===== config.mk =====
export PLATFORM = sky130hd
export DESIGN_NAME = if_fetch_predict
export DESIGN_NICKNAME = d
export VERILOG_FILES = /design/src/rtl/fetch_pkg.sv /design/src/rtl/btb_2bit.sv /design/src/rtl/if_fetch_predict.sv
export SDC_FILE = /design/constraint.sdc
export NUM_CORES = 2
export LEC_CHECK = 0
export CORE_MARGIN = 1.5
export CORE_UTILIZATION = 29
export CTS_BUF_LIST = sky130_fd_sc_hd__clkbuf_8 sky130_fd_sc_hd__clkbuf_16
export DETAILED_ROUTE_END_ITERATION = 12
export GPL_TIMING_DRIVEN = 1
export PLACE_DENSITY = 0.45
export SYNTH_ARGS = -nofsm -noshare
export SYNTH_HDL_FRONTEND = slang
export SYNTH_SLANG_ARGS = --single-unit

===== constraint.sdc =====
create_clock -name clk -period 6.9 [get_ports clk]
set_input_delay 1.38 -clock clk [delete_from_list [all_inputs] [get_ports clk]]
set_output_delay 1.38 -clock clk [all_outputs]
set_load 0.05 [all_outputs]

===== src/rtl/fetch_pkg.sv =====
// Shared fetch-stage definitions: reset PC, BTB geometry and 2-bit counter encodings.
// Latency: n/a (constants and a pure function).
// Backpressure: n/a.
package fetch_pkg;

    localparam logic [31:0] RESET_PC_DEF  = 32'h0000_0000;
    localparam int          BTB_IDX_W_DEF = 4;
    // Tag covers everything above the index; the two byte-offset bits are not stored.
    localparam int          TAG_W_DEF     = 32 - BTB_IDX_W_DEF - 2;

    localparam logic [1:0] CTR_SNT = 2'b00;
    localparam logic [1:0] CTR_WNT = 2'b01;
    localparam logic [1:0] CTR_WT  = 2'b10;
    localparam logic [1:0] CTR_ST  = 2'b11;

    // Saturating 2-bit counter step toward the resolved outcome.
    function automatic logic [1:0] ctr_train(input logic [1:0] ctr, input logic taken);
        if (taken) begin
            return (ctr == CTR_ST) ? CTR_ST : ctr + 2'd1;
        end
        return (ctr == CTR_SNT) ? CTR_SNT : ctr - 2'd1;
    endfunction

endpackage


===== src/rtl/btb_2bit.sv =====
// Direct-mapped branch target buffer with 2-bit counters; one lookup port, one train port.
// Latency: lookup is combinational; a train write is visible the cycle after its edge (no bypass).
// Backpressure: none; training is accepted every cycle upd_en is high.
//
// Ports: clk, rst_n (async active-low); lookup_pc -> hit/pred_taken/pred_target;
//        upd_en/upd_pc/upd_taken/upd_target train or allocate the entry at upd_pc.
module btb_2bit
    import fetch_pkg::*;
#(
    parameter int IDX_W = BTB_IDX_W_DEF
) (
    input  logic        clk,
    input  logic        rst_n,
    input  logic [31:0] lookup_pc,
    output logic        hit,
    output logic        pred_taken,
    output logic [31:0] pred_target,
    input  logic        upd_en,
    input  logic [31:0] upd_pc,
    input  logic        upd_taken,
    input  logic [31:0] upd_target
);

    localparam int TAG_W = 32 - IDX_W - 2;
    localparam int N     = 1 << IDX_W;

    logic [N-1:0]     valid_q;
    logic [1:0]       ctr_q [N];
    logic [TAG_W-1:0] tag_q [N];
    logic [31:0]      tgt_q [N];

    logic [IDX_W-1:0] lk_idx;
    logic [TAG_W-1:0] lk_tag;
    logic [IDX_W-1:0] up_idx;
    logic [TAG_W-1:0] up_tag;
    logic             up_hit;

    // Byte-offset bits take no part in indexing or tagging.
    logic unused_offset;
    assign unused_offset = ^{lookup_pc[1:0], upd_pc[1:0]};

    assign lk_idx = lookup_pc[IDX_W+1:2];
    assign lk_tag = lookup_pc[31:IDX_W+2];
    assign up_idx = upd_pc[IDX_W+1:2];
    assign up_tag = upd_pc[31:IDX_W+2];

    assign hit         = valid_q[lk_idx] && (tag_q[lk_idx] == lk_tag);
    assign pred_taken  = hit && ctr_q[lk_idx][1];
    assign pred_target = tgt_q[lk_idx];
    assign up_hit      = valid_q[up_idx] && (tag_q[up_idx] == up_tag);

    always_ff @(posedge clk or negedge rst_n) begin
        if (!rst_n) begin
            valid_q <= '0;
            for (int i = 0; i < N; i++) begin
                ctr_q[i] <= CTR_WNT;
                tag_q[i] <= '0;
                tgt_q[i] <= '0;
            end
        end else if (upd_en) begin
            if (up_hit) begin
                ctr_q[up_idx] <= ctr_train(ctr_q[up_idx], upd_taken);
                if (upd_taken) begin
                    tgt_q[up_idx] <= upd_target;
                end
            end else if (upd_taken) begin
                // A taken miss claims the slot, evicting any alias; not-taken misses are ignored.
                valid_q[up_idx] <= 1'b1;
                tag_q[up_idx]   <= up_tag;
                tgt_q[up_idx]   <= upd_target;
                ctr_q[up_idx]   <= CTR_WT;
            end
        end
    end

endmodule


===== src/rtl/if_fetch_predict.sv =====
// Instruction-fetch stage: PC register, next-PC selection and BTB-driven taken prediction.
// Latency: one cycle from next-PC selection (incl. EX redirect) to PC/imem_addr; IR is combinational.
// Backpressure: stall holds the PC; an EX redirect overrides stall and flushes IF/ID the same cycle.
//
// Ports: clk, reset (async active-low), stall; imem_addr/imem_rdata instruction memory;
//        IR/PC/PCPlus4/PredictJump/flush_ifid to IF/ID; ex_* resolution and training from EX.
module if_fetch_predict
    import fetch_pkg::*;
#(
    parameter logic [31:0] RESET_PC  = RESET_PC_DEF,
    parameter int          BTB_IDX_W = BTB_IDX_W_DEF
) (
    input  logic        clk,
    input  logic        reset,
    input  logic        stall,
    output logic [31:0] imem_addr,
    input  logic [31:0] imem_rdata,
    output logic [31:0] IR,
    output logic [31:0] PC,
    output logic [31:0] PCPlus4,
    output logic        PredictJump,
    output logic        flush_ifid,
    input  logic        ex_update,
    input  logic [31:0] ex_pc,
    input  logic        ex_taken,
    input  logic [31:0] ex_target,
    input  logic        ex_redirect,
    input  logic [31:0] ex_next_pc
);

    logic [31:0] pc_q;
    logic [31:0] pc_next;
    logic [31:0] pc_plus4;
    logic        btb_hit;
    logic        btb_taken;
    logic [31:0] btb_target;

    logic unused_hit;
    assign unused_hit = btb_hit;

    btb_2bit #(
        .IDX_W (BTB_IDX_W)
    ) u_btb (
        .clk         (clk),
        .rst_n       (reset),
        .lookup_pc   (pc_q),
        .hit         (btb_hit),
        .pred_taken  (btb_taken),
        .pred_target (btb_target),
        .upd_en      (ex_update),
        .upd_pc      (ex_pc),
        .upd_taken   (ex_taken),
        .upd_target  (ex_target)
    );

    assign pc_plus4 = pc_q + 32'd4;

    // Redirect beats stall: the instruction being held is on the wrong path anyway.
    always_comb begin
        pc_next = pc_plus4;
        if (ex_redirect) begin
            pc_next = ex_next_pc;
        end else if (stall) begin
            pc_next = pc_q;
        end else if (btb_taken) begin
            pc_next = btb_target;
        end
    end

    always_ff @(posedge clk or negedge reset) begin
        if (!reset) begin
            pc_q <= RESET_PC;
        end else begin
            pc_q <= pc_next;
        end
    end

    assign imem_addr   = pc_q;
    assign IR          = imem_rdata;
    assign PC          = pc_q;
    assign PCPlus4     = pc_plus4;
    assign PredictJump = btb_taken;
    assign flush_ifid  = ex_redirect;

endmodule


==> results.md <==
| Parameter | Reported |
|---|---|
| Worst path slowest cell | sky130_fd_sc_hd__clkdlybuf4s50_1 |
| Final Slew Violations | 0 |
| Number of instances in the synthesized netlist | 3746 |
| Cell breakdown of the critical path | ha_1 > buf_4 > nand2_1 > or3_1 > nor4b_1 > nand3_1 > xnor2_1 > clkdlybuf4s50_1 |
| Area of the core | 178000 sq um |
| Top cell types by occurrence after synthesis | sky130_fd_sc_hd__dfrtp_1, sky130_fd_sc_hd__mux2_2, sky130_fd_sc_hd__mux4_2 |
| Number of antenna violations at the first check in global routing | 14 |
| Area share of the leading cell type in the synthesized netlist | 47.6% |
| Slowest cell delay on critical path | 0.90 ns |
| Synth area leaders | sky130_fd_sc_hd__dfrtp_1, sky130_fd_sc_hd__mux2_2, sky130_fd_sc_hd__mux4_2 |
| Tmin final | 6.48 ns |
| Critical Path Start Type | register |
| Required time reported for the critical path endpoint | 5.52 ns |
| Worst hold path depth | 1 |
| Final cycle utilization of the critical path | 93.9% |
| Number of global-route vias before repair | 34772 |
| Hold Crit Endpoint | u_btb.valid_q[4] |
| Largest fanout on the critical path | 26 |
| Share of cells above drive strength 1 | 35.7% |
| # hold bufs at CTS | 0 |
| Postcts setup bufs | 0 |
| # nets final | 3906 |
| Detailed router's first-iteration violation count | 2459 |
| Count of different cell masters after synthesis | 69 |
| Worst voltage drop across the vdd grid | 0.218 mV |
| Number of setup violations in the final report | 0 |
| Mapped Avg Cell Area | 13.9 sq um |
| H-tree levels | 3 |
| CTS tree | built |
| Clock latency on the worst-skew pair | 0.76 ns |
| Clock-pin slew of the registers on the worst-case setup and hold paths | 0.06 ns |
| Share of synthesized flip-flops with an asynchronous set or reset | 100% |
| Internal Dissipation | 12.8 mW |
| Chip height | 427 microns |
| Clock tree sinks | 1008 |
| Largest net degree at the start of global routing | 160 |
| Placement Rows | 155 |
| Startpoint of the worst register-to-register path | PC[2] |
| Type of the most critical hold path | register to register |
| Count of maximum capacitance violations | 0 |
| Clock power share | 35.0% |
| Number of fill cells in the layout | 17452 |
| Most repeated cell in the gate-level netlist after synthesis | sky130_fd_sc_hd__dfrtp_1 |
| Pwr dens | 304 nW/um^2 |
| Outcome | finished clean |
| Setup CP Type | register to output pin |
| Pre-CTS setup slack | 0.699 ns |
| Post-synthesis cell area | 52100 sq um |
| Remaining antenna violation count | 0 |
| Total gr overflow | 0 |
| Count of cells resized by post-cts repair | 0 |
| Capture instance of the worst register-to-register path | PC[3] |
| Number of synthesized flops with an enable pin | 0 |
| Static leakage | 25.8 nW |
| Root Buffer | sky130_fd_sc_hd__clkbuf_16 |
| Detailed-route wire length per cell | 29.6 microns |
| R2r worst-path depth | 8 |
| Startpoint of the lowest-slack hold path | u_btb.valid_q[4] |
| Buffers added on ports | 197 |
| Final worst setup slack | 0.418 ns |
| Overall Global Routing Usage | 20.2% |
| Routed WL | 184000 microns |
| Reported net switching power | 5.50 mW |
| Total of warnings raised by yosys | 0 |
| Share of power burned in registers | 42.5% |
| Dominant synthesized flop cell | sky130_fd_sc_hd__dfrtp_1 |
| Post-synthesis sequential element count | 1008 |
| Unrepaired setup endpoints after global routing | no |
| Top achievable clock speed | 0.154 GHz |
| Die width | 427 microns |
| I/O pin cnt | 264 |
| # DRC | 0 |
| Routed vias | 33521 |
| TritonCTS buffer count | 117 |
| Sequential-to-total area share from yosys stat | 48.4% |
| Relative max-transition margin | 25.8% |
| Starting utilization of the core area | 29.2% |
| Final sum of negative setup slack | 0 ns |
| Actual slew at the worst max-slew pin | 1.11 ns |
| Net switching fraction of the power | 30.0% |
| Global placer's final weighted congestion | 0.792 |
| Number of buffers between clock root and the deepest sink | 3 |
| Detailed Routing Iterations Pass 1 | 5 |
| Cell type contributing the most total cell area after synthesis | sky130_fd_sc_hd__dfrtp_1 |
| Worst-case register-to-register setup slack | 1.66 ns |
| Final Hold Violating Endpoints | 0 |
| Maximum clock skew at final layout | 0.0357 ns |
| Critical Path End Type | output pin |
| Area growth from synthesis to layout | 15.9% |
| Number of vias per cell | 5.39 |
| Combinational cell fraction of total power | 22.6% |
| Post-DP HPWL | 113000 microns |
| First-pass GRT wire length | 266000 microns |
| Total Die Area | 182000 sq um |
| Post-synth net total | 3881 |
| Critical path arrival | 5.10 ns |
worst max-delay path by stage:
stage	from	endpoint	cells past startpoint
finish	PC[2]	PCPlus4[28]	8
global route	PC[2]	PCPlus4[30]	9
CTS	PC[2]	PCPlus4[28]	8
detailed placement	ex_pc[2]	u_btb.ctr_q[23]	12
global placement	ex_pc[2]	u_btb.ctr_q[25]	12
floorplan	PC[2]	PredictJump	12
placed cells by master (no fill, tap or decap), types with 49 or more instances in the layout:
| cell | Yosys | routed |
|---|---|---|
| sky130_fd_sc_hd__o211ai_1 | 71 | 71 |
| sky130_fd_sc_hd__dfrtp_1 | 992 | 988 |
| sky130_fd_sc_hd__buf_4 | 100 | 105 |
| sky130_fd_sc_hd__o21ai_0 | 72 | 72 |
| sky130_fd_sc_hd__a221oi_1 | 73 | 73 |
| sky130_fd_sc_hd__clkbuf_16 | 0 | 118 |
| sky130_fd_sc_hd__mux2_1 | 247 | 247 |
| sky130_fd_sc_hd__a21oi_1 | 70 | 70 |
| sky130_fd_sc_hd__a22oi_1 | 49 | 49 |
| sky130_fd_sc_hd__inv_1 | 34 | 50 |
| sky130_fd_sc_hd__mux2_2 | 692 | 692 |
| sky130_fd_sc_hd__mux4_2 | 276 | 276 |
| sky130_fd_sc_hd__nand3_1 | 57 | 57 |
| sky130_fd_sc_hd__nand2_1 | 89 | 86 |
| sky130_fd_sc_hd__clkdlybuf4s50_1 | 0 | 185 |
| sky130_fd_sc_hd__mux2i_1 | 194 | 194 |
cell families after synthesis:
kind of cell | after synthesis | share of synthesized area [%]
compound gates | 447 | 6.44
xor+xnor | 64 | 1.08
buf+inv | 458 | 4.41
mux | 1409 | 35.9
simple gates | 357 | 3.61
fa+ha+maj | 3 | 0.0624
flops | 1008 | 48.4
critical path, delay by kind of cell (launching register included):
family / cells / cell delay [ns]
simple gates: 4 / 1.68
buf+inv: 2 / 1.06
flops: 1 / 0.87
xor+xnor: 1 / 0.47
fa+ha+maj: 1 / 0.26
power by group through the flow:
stage / logic, mW / registers, mW / clock network (mW)
after floorplan: 2.99 / 7.63 / 0
final: 4.14 / 7.79 / 6.42
after global placement: 4.13 / 7.85 / 0
after detailed placement: 4.18 / 7.88 / 0
after global routing: 4.44 / 7.94 / 6.82
after CTS: 4.19 / 7.78 / 6.59
through the flow:
stage,power (mW),std cells,util (%),hold WS (ns),instance area [sq um]
2_1_floorplan,10.6,3746,-,0.444,52100
3_3_place_gp,12.0,6007,31.6,0.473,56400
3_5_place_dp,12.1,6007,31.6,0.477,56400
4_1_cts,18.6,6223,33.8,0.495,60400
5_1_grt,19.2,6224,33.8,0.513,60400
6_report,18.3,6224,33.8,0.489,60400
flip-flops by register name, summed over array words and instances, names as in the netlist:
| register | flops |
|---|---|
| PC | 32 |
| u_btb.ctr_q | 32 |
| u_btb.tag_q | 416 |
| u_btb.tgt_q | 512 |
| u_btb.valid_q | 16 |
metal layers:
layer | GRT usage, % | routed length (microns) | vias up | part of all wire (%)
met5 | 0 | 92 | - | 0.050
met4 | 6.14 | 5850 | 14 | 3.2
met3 | 2.88 | 6800 | 268 | 3.7
met2 | 33.6 | 90000 | 706 | 49
met1 | 27.1 | 81800 | 18325 | 44
li1 | - | - | 14208 | -
cell type report:
type                            count  area (sq um)  share of cell area, %
Antenna cell                        1          2.50                0.00414
Clock buffer                      148          3370                   5.57
Clock inverter                     68           594                  0.984
Inverter                           34           129                  0.213
Multi-Input combinational cell   2280         24700                   40.9
Sequential cell                  1008         25300                   41.8
Tap cell                         2355          2950                   4.88
Timing Repair Buffer              330          3360                   5.57
(Power assumes the default switching activity.)
